==> config.mk <==
export PLATFORM = sky130hd
export DESIGN_NAME = boot_loader_ctrl_flat
export DESIGN_NICKNAME = d
export VERILOG_FILES = /design/src/rtl/boot_loader_ctrl_pkg.sv /design/src/rtl/boot_loader_ctrl_if.sv /design/src/rtl/boot_loader_ctrl_byte_assembler.sv /design/src/rtl/boot_loader_ctrl.sv /design/src/flat_wrapper.sv
export SDC_FILE = /design/constraint.sdc
export NUM_CORES = 1
export LEC_CHECK = 0
export ABC_AREA = 1
export CAP_MARGIN = 20
export CORE_UTILIZATION = 55
export DETAILED_ROUTE_END_ITERATION = 8
export PLACE_DENSITY_LB_ADDON = 0.15
export SYNTH_ARGS = -nofsm -noshare
export SYNTH_HDL_FRONTEND = slang
export SYNTH_SLANG_ARGS = --single-unit
export TNS_END_PERCENT = 20
==> constraint.sdc <==
create_clock -name i_clk -period 7.48 [get_ports i_clk]
set_input_delay 1.87 -clock i_clk [delete_from_list [all_inputs] [get_ports i_clk]]
set_output_delay 1.87 -clock i_clk [all_outputs]
set_load 0.01 [all_outputs]
==> src/rtl/boot_loader_ctrl_pkg.sv <==
// Shared types and sizes for the boot loader: FSM state encoding and byte/word geometry.
package boot_loader_ctrl_pkg;

  localparam int WORD_BYTES = 4;
  localparam int BYTE_W     = 8;
  localparam int WORD_W     = WORD_BYTES * BYTE_W;
  localparam int LED_CNT_W  = 5;

  typedef enum logic [2:0] {
    S_IDLE = 3'd0,
    S_LEN  = 3'd1,
    S_DATA = 3'd2,
    S_CHK  = 3'd3,
    S_RUN  = 3'd4,
    S_ERR  = 3'd5
  } state_e;

endpackage

==> src/rtl/boot_loader_ctrl_if.sv <==
// Boot loader bus bundle: UART byte input, load request, imem write port and core/status outputs.
interface boot_loader_ctrl_if #(
  parameter int INST_MEM_WIDTH = 5
);
  import boot_loader_ctrl_pkg::*;

  logic                      i_start;
  logic                      i_rx_valid;
  logic [BYTE_W-1:0]         i_rx_data;
  logic                      o_imem_we;
  logic [INST_MEM_WIDTH-1:0] o_imem_addr;
  logic [WORD_W-1:0]         o_imem_wdata;
  logic                      o_cpu_rst;
  logic                      o_busy;
  logic                      o_err;
  logic [7:0]                o_status;

  modport slave (
    input  i_start, i_rx_valid, i_rx_data,
    output o_imem_we, o_imem_addr, o_imem_wdata, o_cpu_rst, o_busy, o_err, o_status
  );

  modport master (
    output i_start, i_rx_valid, i_rx_data,
    input  o_imem_we, o_imem_addr, o_imem_wdata, o_cpu_rst, o_busy, o_err, o_status
  );

endinterface

==> src/rtl/boot_loader_ctrl_byte_assembler.sv <==
// Packs accepted bytes MSB-first into 32-bit words; word_done flags the cycle the 4th byte arrives.
module boot_loader_ctrl_byte_assembler
  import boot_loader_ctrl_pkg::*;
(
  input  logic              i_clk,
  input  logic              i_rst,
  input  logic              i_clear,
  input  logic              i_accept,
  input  logic [BYTE_W-1:0] i_byte,
  output logic [WORD_W-1:0] o_word,
  output logic              o_word_done
);

  logic [WORD_W-BYTE_W-1:0] r_shift;
  logic [1:0]               r_byte_cnt;

  // NOTE: state registers use non-blocking assignments so every flop samples pre-edge values.
  always_ff @(posedge i_clk or posedge i_rst) begin
    if (i_rst) begin
      r_shift    <= '0;
      r_byte_cnt <= '0;
    end else if (i_clear) begin
      r_shift    <= '0;
      r_byte_cnt <= '0;
    end else if (i_accept) begin
      r_shift    <= {r_shift[WORD_W-2*BYTE_W-1:0], i_byte};
      r_byte_cnt <= r_byte_cnt + 2'd1;
    end
  end

  // The completed word is presented combinationally so the writer can register it on the same edge.
  assign o_word      = {r_shift, i_byte};
  assign o_word_done = i_accept && (r_byte_cnt == 2'd3);

endmodule

==> src/rtl/boot_loader_ctrl.sv <==
// Boot loader sequencer: length header, data words to imem from address 0, then core release.
// Optional trailing XOR checksum byte when BOOT_CHECKSUM_EN is defined.
module boot_loader_ctrl
  import boot_loader_ctrl_pkg::*;
#(
  parameter int INST_MEM_WIDTH = 5
)(
  input logic               i_clk,
  input logic               i_rst,
  boot_loader_ctrl_if.slave bus
);

  localparam int                CNT_W    = INST_MEM_WIDTH + 1;
  localparam logic [WORD_W-1:0] CAPACITY = WORD_W'(1) << INST_MEM_WIDTH;

  state_e                    r_state;
  state_e                    w_next_state;
  state_e                    w_done_state;
  logic [CNT_W-1:0]          r_word_cnt;
  logic [CNT_W-1:0]          r_len;
  logic                      r_imem_we;
  logic [INST_MEM_WIDTH-1:0] r_imem_addr;
  logic [WORD_W-1:0]         r_imem_wdata;
  logic                      w_collect;
  logic                      w_word_done;
  logic                      w_write;
  logic                      w_last_word;
  logic [WORD_W-1:0]         w_word;
  logic [LED_CNT_W-1:0]      w_words_led;

  // A byte coinciding with start is dropped: start wins and restarts the header.
  assign w_collect   = bus.i_rx_valid && !bus.i_start && (r_state == S_LEN || r_state == S_DATA);
  assign w_write     = w_word_done && (r_state == S_DATA);
  assign w_last_word = (r_word_cnt + CNT_W'(1)) == r_len;

  boot_loader_ctrl_byte_assembler u_asm (
    .i_clk       (i_clk),
    .i_rst       (i_rst),
    .i_clear     (bus.i_start),
    .i_accept    (w_collect),
    .i_byte      (bus.i_rx_data),
    .o_word      (w_word),
    .o_word_done (w_word_done)
  );

`ifdef BOOT_CHECKSUM_EN
  logic [BYTE_W-1:0] r_csum;
  logic              w_chk_byte;

  assign w_chk_byte   = bus.i_rx_valid && !bus.i_start && (r_state == S_CHK);
  assign w_done_state = S_CHK;

  always_ff @(posedge i_clk or posedge i_rst) begin
    if (i_rst) begin
      r_csum <= '0;
    end else if (bus.i_start) begin
      r_csum <= '0;
    end else if (w_collect) begin
      r_csum <= r_csum ^ bus.i_rx_data;
    end
  end
`else
  assign w_done_state = S_RUN;
`endif

  always_ff @(posedge i_clk or posedge i_rst) begin
    if (i_rst) r_state <= S_IDLE;
    else       r_state <= w_next_state;
  end

  // NOTE: holding the current state as the first assignment keeps this block free of latches.
  always_comb begin
    w_next_state = r_state;
    if (bus.i_start) begin
      w_next_state = S_LEN;
    end else begin
      case (r_state)
        S_IDLE, S_RUN, S_ERR: w_next_state = r_state;
        S_LEN: begin
          if (w_word_done) begin
            if (w_word == '0)           w_next_state = w_done_state;
            else if (w_word > CAPACITY) w_next_state = S_ERR;
            else                        w_next_state = S_DATA;
          end
        end
        S_DATA: begin
          if (w_write && w_last_word) w_next_state = w_done_state;
        end
        S_CHK: begin
`ifdef BOOT_CHECKSUM_EN
          if (w_chk_byte) w_next_state = (bus.i_rx_data == r_csum) ? S_RUN : S_ERR;
`else
          w_next_state = S_ERR;
`endif
        end
        default: w_next_state = S_IDLE;
      endcase
    end
  end

  always_ff @(posedge i_clk or posedge i_rst) begin
    if (i_rst) begin
      r_word_cnt   <= '0;
      r_len        <= '0;
      r_imem_we    <= 1'b0;
      r_imem_addr  <= '0;
      r_imem_wdata <= '0;
    end else begin
      r_imem_we <= 1'b0;
      if (bus.i_start) begin
        r_word_cnt <= '0;
        r_len      <= '0;
      end else begin
        if (r_state == S_LEN && w_word_done) r_len <= w_word[CNT_W-1:0];
        // Length was bounded by capacity, so the index never exceeds the top address.
        if (w_write) begin
          r_imem_we    <= 1'b1;
          r_imem_addr  <= r_word_cnt[INST_MEM_WIDTH-1:0];
          r_imem_wdata <= w_word;
          r_word_cnt   <= r_word_cnt + CNT_W'(1);
        end
      end
    end
  end

  generate
    if (CNT_W >= LED_CNT_W) begin : g_led_trunc
      assign w_words_led = r_word_cnt[LED_CNT_W-1:0];
    end else begin : g_led_pad
      assign w_words_led = {{(LED_CNT_W-CNT_W){1'b0}}, r_word_cnt};
    end
  endgenerate

  assign bus.o_imem_we    = r_imem_we;
  assign bus.o_imem_addr  = r_imem_addr;
  assign bus.o_imem_wdata = r_imem_wdata;
  assign bus.o_cpu_rst    = (r_state != S_RUN);
  assign bus.o_busy       = (r_state == S_LEN) || (r_state == S_DATA) || (r_state == S_CHK);
  assign bus.o_err        = (r_state == S_ERR);
  assign bus.o_status     = {r_state, w_words_led};

endmodule

==> src/flat_wrapper.sv <==
// flat-port wrapper written by rule: the top's interface ports become plain ports
module boot_loader_ctrl_flat import boot_loader_ctrl_pkg::*;
#(
  parameter int INST_MEM_WIDTH = 5
)
  (i_clk, i_rst, bus_i_start, bus_i_rx_valid, bus_i_rx_data, bus_o_imem_we, bus_o_imem_addr, bus_o_imem_wdata, bus_o_cpu_rst, bus_o_busy, bus_o_err, bus_o_status);
  boot_loader_ctrl_if #(.INST_MEM_WIDTH(INST_MEM_WIDTH)) bus_i ();
  input logic i_clk;
  input logic i_rst;
  input wire logic [$bits(bus_i.i_start)-1:0] bus_i_start;
  input wire logic [$bits(bus_i.i_rx_valid)-1:0] bus_i_rx_valid;
  input wire logic [$bits(bus_i.i_rx_data)-1:0] bus_i_rx_data;
  output wire logic [$bits(bus_i.o_imem_we)-1:0] bus_o_imem_we;
  output wire logic [$bits(bus_i.o_imem_addr)-1:0] bus_o_imem_addr;
  output wire logic [$bits(bus_i.o_imem_wdata)-1:0] bus_o_imem_wdata;
  output wire logic [$bits(bus_i.o_cpu_rst)-1:0] bus_o_cpu_rst;
  output wire logic [$bits(bus_i.o_busy)-1:0] bus_o_busy;
  output wire logic [$bits(bus_i.o_err)-1:0] bus_o_err;
  output wire logic [$bits(bus_i.o_status)-1:0] bus_o_status;
  assign bus_i.i_start = bus_i_start;
  assign bus_i.i_rx_valid = bus_i_rx_valid;
  assign bus_i.i_rx_data = bus_i_rx_data;
  assign bus_o_imem_we = bus_i.o_imem_we;
  assign bus_o_imem_addr = bus_i.o_imem_addr;
  assign bus_o_imem_wdata = bus_i.o_imem_wdata;
  assign bus_o_cpu_rst = bus_i.o_cpu_rst;
  assign bus_o_busy = bus_i.o_busy;
  assign bus_o_err = bus_i.o_err;
  assign bus_o_status = bus_i.o_status;
  boot_loader_ctrl #(.INST_MEM_WIDTH(INST_MEM_WIDTH)) u_core (.i_clk(i_clk), .i_rst(i_rst), .bus(bus_i));
endmodule
=== Yosys cells after proc, flatten, opt, wreduce, memory -nomap -nowiden ===
Cells that the tools add are included.

* Add/sub/neg operators: 2
* Magnitude comparators: 1
* Equality and inequality tests: 11
* Multiplexer cells: 16
* Bitwise logic cells: 1
* Reductions and logical operators: 17

{| class="wikitable"
|+ Operators by type and width
! cell !! number
|-
| $mux 24 || 2
|-
| $gt 32x6->1 const B || 1
|-
| $logic_not 32->1 || 1
|-
| $mux 6 || 4
|-
| $mux 3 || 5
|-
| $pmux 3 s4 || 1
|-
| $add 6x1->6 const B || 1
|-
| $eq 3x2->1 const B || 2
|-
| $eq 3x3->1 const B || 2
|-
| $eq 6x6->1 || 1
|-
| $logic_and 1x1->1 || 6
|-
| $ne 3x2->1 const B || 2
|-
| $reduce_bool 2->1 || 3
|-
| $mux 2 || 2
|-
| $eq 3x1->1 const B || 1
|-
| $logic_not 3->1 || 1
|-
| $ne 3x3->1 const B || 1
|-
| $reduce_and 3->1 || 1
|-
| $reduce_or 3->1 || 1
|-
| $add 2x1->2 const B || 1
|-
| $eq 2x2->1 const B || 1
|-
| $logic_or 1x1->1 || 2
|-
| $mux 1 || 2
|-
| $ne 2x2->1 const B || 1
|-
| 3 further kinds || 3
|}

* Flip-flop bits (word level): 79
* Input bits: 12

=== Logic depth before layout (Yosys ltp) ===
* Depth after elaboration: 9
* Depth in mapped cells: 12

=== Modules after synthesis ===
Synthesis repeated with hierarchy kept, for this count alone.

* Cells, all modules: 466
* Area, all modules: 3808.7 sq um

{| class="wikitable"
|+ Modules (own cells, without submodules)
! module !! instances !! cells each !! area each (sq um) !! sequential area each (sq um)
|-
| boot_loader_ctrl || 1 || 340 || 2676.3 || 1326.3
|-
| boot_loader_ctrl_byte_assembler || 1 || 126 || 1132.3 || 650.6
|}

=== Worst setup path after synthesis ===
OpenSTA, ideal clock, no wires.

* Kind: input to register
* Start point: in bus_i_rx_valid
* End point: reg u_core.r_state[1]
* Setup time: 119 ps
* Data arrival time: 2697 ps
* Path slack: 4664 ps
* Cell stages on the path: 8
* Buffers on the path: 1
* Cells stage by stage: inv_1 > nor2_1 > nand2_4 > nor2_4 > nand2_4 > buf_6 > o21ai_1 > nand2_1

* Word-level cells in the longest chain between the ends: 7

{| class="wikitable"
|+ Ends and longest elaborated chain
! element !! RTL line !! RTL
|-
| from (decl) || flat_wrapper.sv:11 || <nowiki>input wire logic [$bits(bus_i.i_rx_valid)-1:0] bus_i_rx_valid;</nowiki>
|-
| $logic_and 1x1->1 (*) (2 in series) || boot_loader_ctrl.sv:32 || <nowiki>assign w_collect = bus.i_rx_valid && !bus.i_start && (r_state == S_LEN || r_state == S_DATA);</nowiki>
|-
| $logic_and 1x1->1 (*) || boot_loader_ctrl_byte_assembler.sv:33 || <nowiki>assign o_word_done = i_accept && (r_byte_cnt == 2'd3);</nowiki>
|-
| $logic_and 1x1->1 || boot_loader_ctrl.sv:33 || <nowiki>assign w_write = w_word_done && (r_state == S_DATA);</nowiki>
|-
| $logic_and 1x1->1 || boot_loader_ctrl.sv:87 || <nowiki>if (w_write && w_last_word) w_next_state = w_done_state;</nowiki>
|-
| $ne 3x2->1 (no source line) || - ||
|-
| $reduce_and 3->1 (no source line) (*) || - ||
|-
| to (signal assigned) || boot_loader_ctrl.sv:68 || <nowiki>else r_state <= w_next_state;</nowiki>
|-
| to (decl) || boot_loader_ctrl.sv:16 || <nowiki>state_e r_state;</nowiki>
|}

Every way passes the cells marked *; elsewhere a longest branch is shown, timed or not.
A chain may end at the register's enable or synchronous reset.

=== Final worst setup path ===
* Start point: in bus_i_start
* End point: reg u_core.r_word_cnt[4]

* Word-level cells in the longest chain between the ends: 6

{| class="wikitable"
|+ Ends and longest elaborated chain
! element !! RTL line !! RTL
|-
| from (decl) || flat_wrapper.sv:10 || <nowiki>input wire logic [$bits(bus_i.i_start)-1:0] bus_i_start;</nowiki>
|-
| $logic_not 1->1 || boot_loader_ctrl.sv:32 ||
|-
| $logic_and 1x1->1 (2 in series) || boot_loader_ctrl.sv:32 ||
|-
| $logic_and 1x1->1 || boot_loader_ctrl_byte_assembler.sv:33 ||
|-
| $logic_and 1x1->1 || boot_loader_ctrl.sv:33 ||
|-
| $reduce_bool 2->1 (no source line) || - ||
|-
| to (signal assigned) || boot_loader_ctrl.sv:120 || <nowiki>r_word_cnt <= r_word_cnt + CNT_W'(1);</nowiki>
|-
| to (decl) || boot_loader_ctrl.sv:19 || <nowiki>logic [CNT_W-1:0] r_word_cnt;</nowiki>
|}

Several ways; a longest one is shown, not always the timed one.

==> summary.txt <==
Clock network
  • H-tree Lvls: 3
  • CTS tree: yes
  • Post-CTS Setup Bufs: 0
  • Clock tree sinks: 79
  • Num CTS Buffers: 9
  • Post-cts resize count: 0
  • Cts hold-fix bufs: 0
  • Clock root buffer: clkbuf_8
  • Clock tree buffer depth: 2
  • Reg clk slew, reported paths: 80 ps
  • Worst-skew pair later-pin latency: approximately 360 ps

Yosys
  • Synthesized flop and latch total: 79
  • Yosys top cell by area: dfrtp_1
  • Post-synthesis sequential area ratio: a little under three fifths
  • Mapped cell area: between 3000 and 4000 um2
  • Syn avg cell area: about 8.7 um2
  • Synth Instances: about 400
  • Yosys warns: 0
  • Library cells used by synthesis: 25
  • Ranking of synthesized cells by area: dfrtp_1, nand2_1, inv_1, o22ai_1, o21ai_1
  • Yosys top cell area share: 57.2%
  • Net count after synthesis: 411

Power
  • Design Power: 0.000883 W
  • Pwr Density: a little over 200 nW/um2
  • Leakage: 1.97 nW
  • Max VDD drop: 0.000143 V

Layout
  • Filler cell count: 460
  • Layout Nets: 464
  • Fin cells: 530
  • Commonest non-fill, non-tap cell in the layout: nand2_1
  • Ratio of cells with drive above 1 in the final layout: ~5.5%
  • Most frequent cells in the layout: nand2_1, dfrtp_1, clkdlybuf4s50_1
  • Area grow syn2layout: 22.8%
  • Inserted Diodes: 0

Detailed routing
  • Detailed-route wire length: 7540 um
  • Per-cell routed wire length: 14.2 um
  • Via-to-Cell Ratio: 5.33
  • TritonRoute pass-1 iters: 4
  • Drt drc: 0
  • Drt initial violations: roughly 180
  • DR vias: 2825
  • Post-route ant nets: 0

Worst setup path
  • CP arrival: between 3000 and 4000 ps
  • Bufs and invs on worst path: 1
  • Crit path max-delay family: simple AND/OR/NAND/NOR gates
  • Most frequent CP cell: nand2_4
  • Worst-path maximum fanout: 82
  • CP max stage delay: 460 ps
  • Crit end category: flop
  • CP max-delay cell: clkdlybuf4s50_1
  • Startpoint type of the worst setup path: input port
  • Setup CP Type: in -> reg
  • CP cell instances: clkdlybuf4s50_1, nor2_1, nand2_4, nor2_4, nand2_4, nand2_1, o22ai_1
  • Critical Path RT: 7700 ps

Job
  • MaxCap Viol Count: 0

Floorplanning
  • Starting Density: 57.7%
  • Overall die height: about 80 um
  • Chip Width: 81.3 um
  • Core Footprint: 5990 um2
  • Die area: about 6600 um2
  • Ports: 61
  • Cell Rows: 28

Timing
  • Final hold slack: 493 ps
  • Final Setup Violations: 0
  • Fin crit share: 48.9%
  • Final Hold Viols: 0
  • Clock skew: about 8.6 ps
  • RSZ-0062 raised after global routing: false
  • Worst Max-Slew Pin Slew: slightly below 1000 ps
  • Max frequency: between 200 and 300 MHz
  • Final Max Slew Viols: 0
  • Max-slew headroom: ~36%
  • Min Clock Period, post-route: 3660 ps
  • Sum of negative setup slack: 0 ps
  • Setup ws final: between 3000 and 4000 ps

Global routing
  • GRT Total Usage: 25.0%
  • Initial antenna violation count: 0
  • First-pass GRT wire length: 12200 um
  • Largest net degree at the start of global routing: 83
  • Vias in the first global route: 2573
  • Total gr overflow: 0

Status
  • Outcome: complete, no violations

Placed design
  • RePlAce Congestion: 0.842
  • Quantity of I/O buffers inserted on ports: 60
  • Pre-CTS setup slack: about 3400 ps
  • Placed cell count: 514
  • HPWL Detailed: roughly 5100 um

Worst hold path
  • Worst Hold Class: reg -> reg
## area by class of cell
class	count	area, um2	area share (%)
clock buffer	11	141	3.33
inverter	58	218	5.13
timing repair buffer	61	608	14.3
sequential	79	1980	46.6
clock inverter	5	56.3	1.33
multi-input combinational	241	1150	27.1
tap	75	93.8	2.21
## flip-flops by register name (all words and copies together), names as in the netlist
signal and cells:
u_core.bus.o_imem_wdata 32, u_core.u_asm.r_shift 24, u_core.r_len 6, u_core.r_word_cnt 6, u_core.bus.o_imem_addr 5, u_core.r_state 3, u_core.u_asm.r_byte_cnt 2, u_core.bus.o_imem_we 1
## routing by layer
layer	vias up	wire (um)	share of wire [%]	track usage, %
li1	1397	-	-	-
met1	1324	3540	47	35.5
met2	90	3460	46	36.7
met3	14	382	5.1	4.04
met4	0	152	2.0	13.2
met5	-	0	0	0
## through the flow
stage / utilization, % / instance area [um2]
floorplan: - / 3460
global placement: 67.6 / 4050
detailed placement: 67.6 / 4050
CTS: 70.9 / 4250
global route: 70.9 / 4250
finish: 70.9 / 4250
## worst min-delay path, delay by kind of cell, from the launching register on
family	cells	cell delay [ps]
AND/OR/NAND/NOR	1	50
flip-flops	1	350
AO/OA/AOI/OAI	1	60
## logic make-up (layout without fill, tap and decap cells)
family                   Yosys count  after routing  synth area share (%)
AND/OR/NAND/NOR                  158            158                  19.6
buffers and inverters             77            135                  9.52
adder cells (fa/ha/maj)            2              2                 0.723
flip-flops                        79             79                  57.2
AO/OA/AOI/OAI                     81             81                  13.0
## power breakdown
group / internal (W) / total (W) / switching, W
clock: 0.000163 / 0.000317 / 0.000154
sequential: 0.000444 / 0.000455 / 0.0000113
combinational: 0.0000382 / 0.000110 / 0.0000723
## synth_stat cells, drive strengths merged
| cell | instances |
|---|---|
| nand2 | 91 |
| dfrtp | 79 |
| inv | 57 |
| o21ai | 46 |
| nor2 | 36 |
| o22ai | 32 |
| nand3 | 20 |
| buf | 18 |
| nand4 | 10 |
| a21oi | 2 |
| ha | 2 |
| a32o | 1 |
| clkbuf | 1 |
| clkinv | 1 |
| nor3 | 1 |
## worst paths after layout
kind                                                  startpoint                                       to  slack (ps)  cells past startpoint
max                                                  bus_i_start         u_core.r_word_cnt[4]$_DFFE_PP0P_        3820                      7
min                        u_core.bus.o_imem_addr[2]$_DFFE_PP0P_    u_core.bus.o_imem_addr[2]$_DFFE_PP0P_         490                      2
min reg2reg                u_core.bus.o_imem_addr[2]$_DFFE_PP0P_    u_core.bus.o_imem_addr[2]$_DFFE_PP0P_         490                      2
max reg2reg                        u_core.r_state[2]$_DFFE_PP0P_         u_core.r_word_cnt[5]$_DFFE_PP0P_        5130                      8
min in group asynchronous                                  i_rst  u_core.bus.o_imem_wdata[12]$_DFFE_PP0P_        2120                      3
max in group asynchronous                                  i_rst  u_core.bus.o_imem_wdata[26]$_DFFE_PP0P_        4730                      3
Power figures use the tool's default switching activity.
